File: src/rtl/esm_dep_tracker.sv
// esm_dep_tracker: RAW (optionally WAW) dependency scoreboard for an
// out-of-order instruction buffer of BS slots.
//
// Configuration macro: ESM_WAW_TRACK_EN
//   defined   - an insert that writes rd also waits on the live producer of rd
//   undefined - only rs1/rs2 read-after-write dependencies are tracked
//
// Ports
//   clk, rst           clock, asynchronous active-low reset
//   ins_valid/index    insert an instruction into slot ins_index
//   ins_instr          instruction word (rd=[11:7] rs1=[19:15] rs2=[24:20])
//   ins_regwrite       rd is really written (otherwise rd behaves as x0)
//   ins_alusrc         immediate operand (rs2 behaves as x0)
//   cmp_valid/index    slot cmp_index retires this cycle
//   flush              synchronous clear of all tracking state (err kept)
//   independent_instr  bit i: slot i valid with no outstanding dependency
//   occupancy          number of valid slots
//   err                sticky protocol error (overwrite / bad completion)

// Per-slot state: valid bit plus dependency row.
module esm_dep_slot #(
    parameter int BS   = 16,
    parameter int SW   = 4,
    parameter int SLOT = 0
) (
    input  logic          clk,
    input  logic          rst,
    input  logic          flush,
    input  logic          cmp_ok,
    input  logic [SW-1:0] cmp_index,
    input  logic          ins_hit,
    input  logic [BS-1:0] new_row,
    output logic          valid,
    output logic [BS-1:0] row
);
    always_ff @(posedge clk or negedge rst) begin
        if (!rst) begin
            valid <= 1'b0;
            row   <= '0;
        end else if (flush) begin
            valid <= 1'b0;
            row   <= '0;
        end else if (ins_hit) begin
            // Insert wins over a same-cycle completion of this slot: the
            // slot ends valid with the freshly built row.
            valid <= 1'b1;
            row   <= new_row;
        end else if (cmp_ok && cmp_index == SW'(SLOT)) begin
            valid <= 1'b0;
            row   <= '0;
        end else if (cmp_ok) begin
            row[cmp_index] <= 1'b0;
        end
    end
endmodule

module esm_dep_tracker #(
    parameter int IW     = 32,
    parameter int BS     = 16,
    parameter int REGNUM = 32
) (
    input  logic                 clk,
    input  logic                 rst,
    input  logic                 ins_valid,
    input  logic [$clog2(BS)-1:0] ins_index,
    input  logic [IW-1:0]        ins_instr,
    input  logic                 ins_regwrite,
    input  logic                 ins_alusrc,
    input  logic                 cmp_valid,
    input  logic [$clog2(BS)-1:0] cmp_index,
    input  logic                 flush,
    output logic [0:BS-1]        independent_instr,
    output logic [$clog2(BS):0]  occupancy,
    output logic                 err
);
    localparam int SW = $clog2(BS);
    localparam int RA = $clog2(REGNUM);
    localparam int OW = SW + 1;

    logic [BS-1:0]              valid;
    logic [BS-1:0][BS-1:0]      dep;
    logic [BS-1:0]              new_row;
    logic [REGNUM-1:0]          prod_vld;
    logic [REGNUM-1:0][SW-1:0]  prod_slot;

    logic [RA-1:0] rs1, rs2, rd;
    logic          cmp_ok, cmp_bad, same_slot, ins_over, occ_inc;

    // Only the register fields are consumed; the rest of the word is opaque.
    logic unused_instr;
    assign unused_instr = ^ins_instr;

    assign rs1 = ins_instr[15 +: RA];
    assign rs2 = ins_alusrc   ? '0 : ins_instr[20 +: RA];
    assign rd  = ins_regwrite ? ins_instr[7 +: RA] : '0;

    assign cmp_ok    = cmp_valid &  valid[cmp_index];
    assign cmp_bad   = cmp_valid & ~valid[cmp_index];
    assign same_slot = cmp_ok & (cmp_index == ins_index);
    // Overwriting a live slot is an error unless it retires this same cycle.
    assign ins_over  = ins_valid & valid[ins_index] & ~same_slot;
    assign occ_inc   = ins_valid & ~ins_over;

    // Row for the incoming instruction. A producer retiring this cycle is
    // bypassed, and a slot never waits on itself (covers overwrite).
    always_comb begin
        new_row = '0;
        for (int j = 0; j < BS; j++) begin
            new_row[j] =
                ((rs1 != '0) && prod_vld[rs1] && (prod_slot[rs1] == SW'(j))) ||
                ((rs2 != '0) && prod_vld[rs2] && (prod_slot[rs2] == SW'(j)))
`ifdef ESM_WAW_TRACK_EN
                || ((rd != '0) && prod_vld[rd] && (prod_slot[rd] == SW'(j)))
`endif
                ;
            if (cmp_ok && cmp_index == SW'(j)) new_row[j] = 1'b0;
            if (ins_index == SW'(j))           new_row[j] = 1'b0;
        end
    end

    for (genvar i = 0; i < BS; i++) begin : g_slot
        esm_dep_slot #(.BS(BS), .SW(SW), .SLOT(i)) u_slot (
            .clk       (clk),
            .rst       (rst),
            .flush     (flush),
            .cmp_ok    (cmp_ok),
            .cmp_index (cmp_index),
            .ins_hit   (ins_valid && (ins_index == SW'(i))),
            .new_row   (new_row),
            .valid     (valid[i]),
            .row       (dep[i])
        );
        assign independent_instr[i] = valid[i] & ~|dep[i];
    end

    // Producer table. Entries naming a retiring slot, or the slot being
    // (re)filled, go stale; the insert's own rd write is applied last so a
    // same-cycle invalidate never cancels it.
    always_ff @(posedge clk or negedge rst) begin
        if (!rst) begin
            prod_vld  <= '0;
            prod_slot <= '0;
        end else if (flush) begin
            prod_vld  <= '0;
        end else begin
            for (int r = 0; r < REGNUM; r++) begin
                if ((cmp_ok && prod_slot[r] == cmp_index) ||
                    (ins_valid && prod_slot[r] == ins_index))
                    prod_vld[r] <= 1'b0;
            end
            if (ins_valid && rd != '0) begin
                prod_vld[rd]  <= 1'b1;
                prod_slot[rd] <= ins_index;
            end
        end
    end

    always_ff @(posedge clk or negedge rst) begin
        if (!rst) begin
            occupancy <= '0;
        end else if (flush) begin
            occupancy <= '0;
        end else if (occ_inc && !cmp_ok) begin
            occupancy <= occupancy + OW'(1);
        end else if (cmp_ok && !occ_inc) begin
            occupancy <= occupancy - OW'(1);
        end
    end

    always_ff @(posedge clk or negedge rst) begin
        if (!rst)
            err <= 1'b0;
        else if (!flush && (ins_over || cmp_bad))
            err <= 1'b1;
    end
endmodule

File: config.mk
export PLATFORM = sky130hd
export DESIGN_NAME = esm_dep_tracker
export DESIGN_NICKNAME = d
export VERILOG_FILES = /design/src/rtl/esm_dep_tracker.sv
export SDC_FILE = /design/constraint.sdc
export NUM_CORES = 1
export LEC_CHECK = 0
export BUFFER_PORTS_ARGS = -buffer_cell sky130_fd_sc_hd__buf_4
export CAP_MARGIN = 10
export CORE_MARGIN = 5
export CORE_UTILIZATION = 50
export CTS_CLUSTER_DIAMETER = 200
export DETAILED_ROUTE_END_ITERATION = 8
export PLACE_DENSITY = 0.73
export SLEW_MARGIN = 20
export SYNTH_ARGS = -nofsm -noshare
export SYNTH_HDL_FRONTEND = slang
export SYNTH_HIERARCHICAL = 1
export SYNTH_SLANG_ARGS = --single-unit
File: constraint.sdc
create_clock -name clk -period 3.5 [get_ports clk]
set_input_delay 0.525 -clock clk [delete_from_list [all_inputs] [get_ports clk]]
set_output_delay 0.525 -clock clk [all_outputs]
set_load 0.01 [all_outputs]
==> impl_metrics.tcl <==
set metrics [dict create \
    outcome "finished clean" \
    syn_avg_cell_area_um2 10.4 \
    worstPathMaxFanout 8 \
    tightest_slew_ps 1020 \
    r2r_start "prod_vld[29]$_DFF_PN0_" \
    intPower_mw 9.31 \
    synth_seq_cells 437 \
    drt_iter0_markers 3076 \
    crit_family "compound AO/OA/AOI/OAI gates" \
    area_growth_pct 16.6 \
    switching_power_mw 3.61 \
    finalSetupViolations 0 \
    drv_cap 0 \
    drtAntennaViolNets 0 \
    total_leakage_power_nw 13.2 \
    grt_pass1_wl_mm 147 \
    dpl_worst_slack_ps -425 \
    cts_buffers 49 \
    vias_per_cell 7.05 \
    synth_edf_count 0 \
    synth_area_leader_cell "dfrtp_1" \
    syn-cell-area_um2 27600 \
    final_common_cell "dfrtp_1" \
    die-area_um2 59900 \
    dp_cells 3448 \
    htreeDepth 2 \
    synth_cell_types 106 \
    fmax_mhz 292 \
    finalHoldViolCount 0 \
    io_buffers 51 \
    drive_gt1_share_pct 24.0 \
    slowest_delay_ps 510 \
    synth_area_leaders "dfrtp_1 (40%), mux2_2 (5.5%), xor2_1 (5.2%), mux4_2 (4.3%), o22ai_1 (3.8%)" \
    grt-ovfl-total 0 \
    cp-start-kind "flop" \
    post-route-drc-count 0 \
    rsz0062_at_grt "no" \
    clock-skew-final_ps 37.6 \
    io_pins 69 \
    cp.required_ps 3970 \
    min_from "flush" \
    p_per_area_nw_per_um2 402 \
    arrival_ps 3890 \
    antenna_found_initial 1 \
    clk_latency_ps 620 \
    dp_hpwl_mm 61.1 \
    final_cell_mix "dfrtp_1 (437), buf_4 (231), o22ai_1 (166)" \
    ys_warn_count 6 \
    layout.nets 2847 \
    wl_per_cell_um 26.7 \
    worstSetupPathType "flop to flop" \
    switching_share_pct 27.9 \
    async_flop_share_pct 100 \
    pwr-share-seq_pct 41.8 \
    synth_top_area_share_pct 39.7 \
    rows 86 \
    p_clk_share_pct 43.4 \
    dieWidth_um 245 \
    fin_crit_sh_pct 97.7 \
    layout.cells.non_filler 3542 \
    setup_slack_ps 79.0 \
    cp-end-kind "flop" \
    cts_tree "yes" \
    vias 25000 \
    cts_buffer_depth 3 \
    coreArea_um2 54900 \
    hold_class "primary input to flop" \
    place_congestion 0.956 \
    cp_cell_sequence "mux4_2 -> a31oi_1 -> a21boi_1 -> nor4_1 -> a31oi_1 -> buf_4 -> or3_1 -> o32ai_4 -> buf_12 -> a22oi_1 -> o22ai_1" \
    crit_path_top_delay_cell "mux4_2" \
    syn_nets 2706 \
    drv_slew 0 \
    ir_drop_mv 0.357 \
    die_h_um 245 \
    clk_pin_slew_ps 60 \
    crit_path_start "prod_vld[29]$_DFF_PN0_" \
    grt_start_max_net_pins 154 \
    relSlewSlack_pct 32.3 \
    initial_core_util_pct 50.2 \
    comb_power_share_pct 14.9 \
    wl_mm 94.5 \
    grt.total_usage_pct 30.6 \
    cts_sinks 437 \
    syn_inst 2655 \
    path_common_cell "a31oi_1" \
    first_global_vias 24900 \
    synthFlopType "dfrtp_1" \
    period_needed_ps 3420 \
    yosysSeqAreaShare_pct 39.7 \
    critPathBufInv 2 \
    cts-root-buf "clkbuf_16" \
    drt_pre_antenna_iters 6 \
]
cell usage after synthesis (41+ instances only):
cell and number:
nand4_1 46, clkbuf_1 99, a22oi_1 135, o21ai_0 111
xnor2_1 99, nand2_1 156, xor2_1 165, nand3_1 64
nor3_1 41, dfrtp_1 437, mux2i_1 54, o31ai_1 53
nor4_1 68, o22ai_1 167, mux4_2 53, nand2b_1 67
mux2_2 134, a32o_1 89, nor2_1 96
metrics by stage:
stage	util (%)	power, mW	TNS, ps	cell area (µm²)	hold WS (ps)
final	58.5	12.9	0	32100	281
after global routing	58.5	13.3	0	32100	269
after CTS	58.5	12.9	0	32100	262
after detailed placement	55.3	7.35	-52410	30300	415
after global placement	55.3	7.29	-52450	30300	409
after floorplan	-	6.54	-10450	27700	229
layout make-up:
type / count / area (µm²)
fillers: 4467 / 22800
multi-input cells: 2002 / 15800
flip-flops and latches: 437 / 10900
repair buffers: 277 / 2600
clock buffers: 67 / 1410
well taps: 704 / 881
clock inverters: 25 / 340
inverters: 29 / 111
diodes: 1 / 2.50
final timing paths:
kind	endpoint	slack, ps	cells after the start
max	g_slot[2].u_slot/row[13]$_DFFE_PN0P_	80	11
min	g_slot[10].u_slot/row[12]$_DFFE_PN0P_	280	2
max reg2reg	g_slot[2].u_slot/row[13]$_DFFE_PN0P_	80	11
min reg2reg	prod_slot[2]$_DFFE_PN0P_	430	0
max in group asynchronous	g_slot[10].u_slot/row[6]$_DFFE_PN0P_	1920	3
min in group asynchronous	prod_slot[11]$_DFFE_PN0P_	540	2
registers in the layout (all words and copies together), names as in the netlist:
name and count:
err 1, prod_vld 31, g_slot.u_slot/valid 16, prod_slot 128, g_slot.u_slot/row 256, occupancy 5
kinds of logic (layout without fill, tap and decap cells):
| group | Yosys count | after routing | synth area share (%) |
|---|---|---|---|
| AO/OA/AOI/OAI | 748 | 748 | 20.5 |
| adder cells (fa/ha/maj) | 4 | 4 | 0.209 |
| multiplexers | 243 | 243 | 12.0 |
| flip-flops | 437 | 437 | 39.7 |
| other | 0 | 1 | 0 |
| buffers and inverters | 216 | 398 | 3.81 |
| XOR/XNOR | 264 | 264 | 8.39 |
| AND/OR/NAND/NOR | 743 | 743 | 15.4 |
worst register-to-register path, delay by kind of cell, from the launching register on:
kind	cells	cell delay (ps)
buf+inv	2	390
flops	1	420
mux	1	510
compound gates	6	1570
simple gates	2	380
power groups by stage:
stage                     registers [mW]  clock network (mW)  logic [mW]
after detailed placement            5.48                   0        1.88
after global placement              5.46                   0        1.82
final                               5.40                5.60        1.92
after CTS                           5.39                5.65        1.89
after floorplan                     5.41                   0        1.13
after global routing                5.41                5.86        2.05
timing repair:
item,4_1_cts,5_1_grt
hold buffers,1,0
hold endpoints to repair,25,0
resized for setup,0,2
setup buffers,0,0
endpoints found under the setup margin,0,5
metal layers:
metal	global-route usage [%]	vias to the layer above	share of wire, %	wire, µm
li1	-	10600	-	-
met1	42.2	12400	39	36900
met2	46.5	1632	45	42200
met3	6.72	358	11	10600
met4	13.9	2	5.0	4750
met5	0	-	0.015	14
Power figures use the tool's default switching activity.
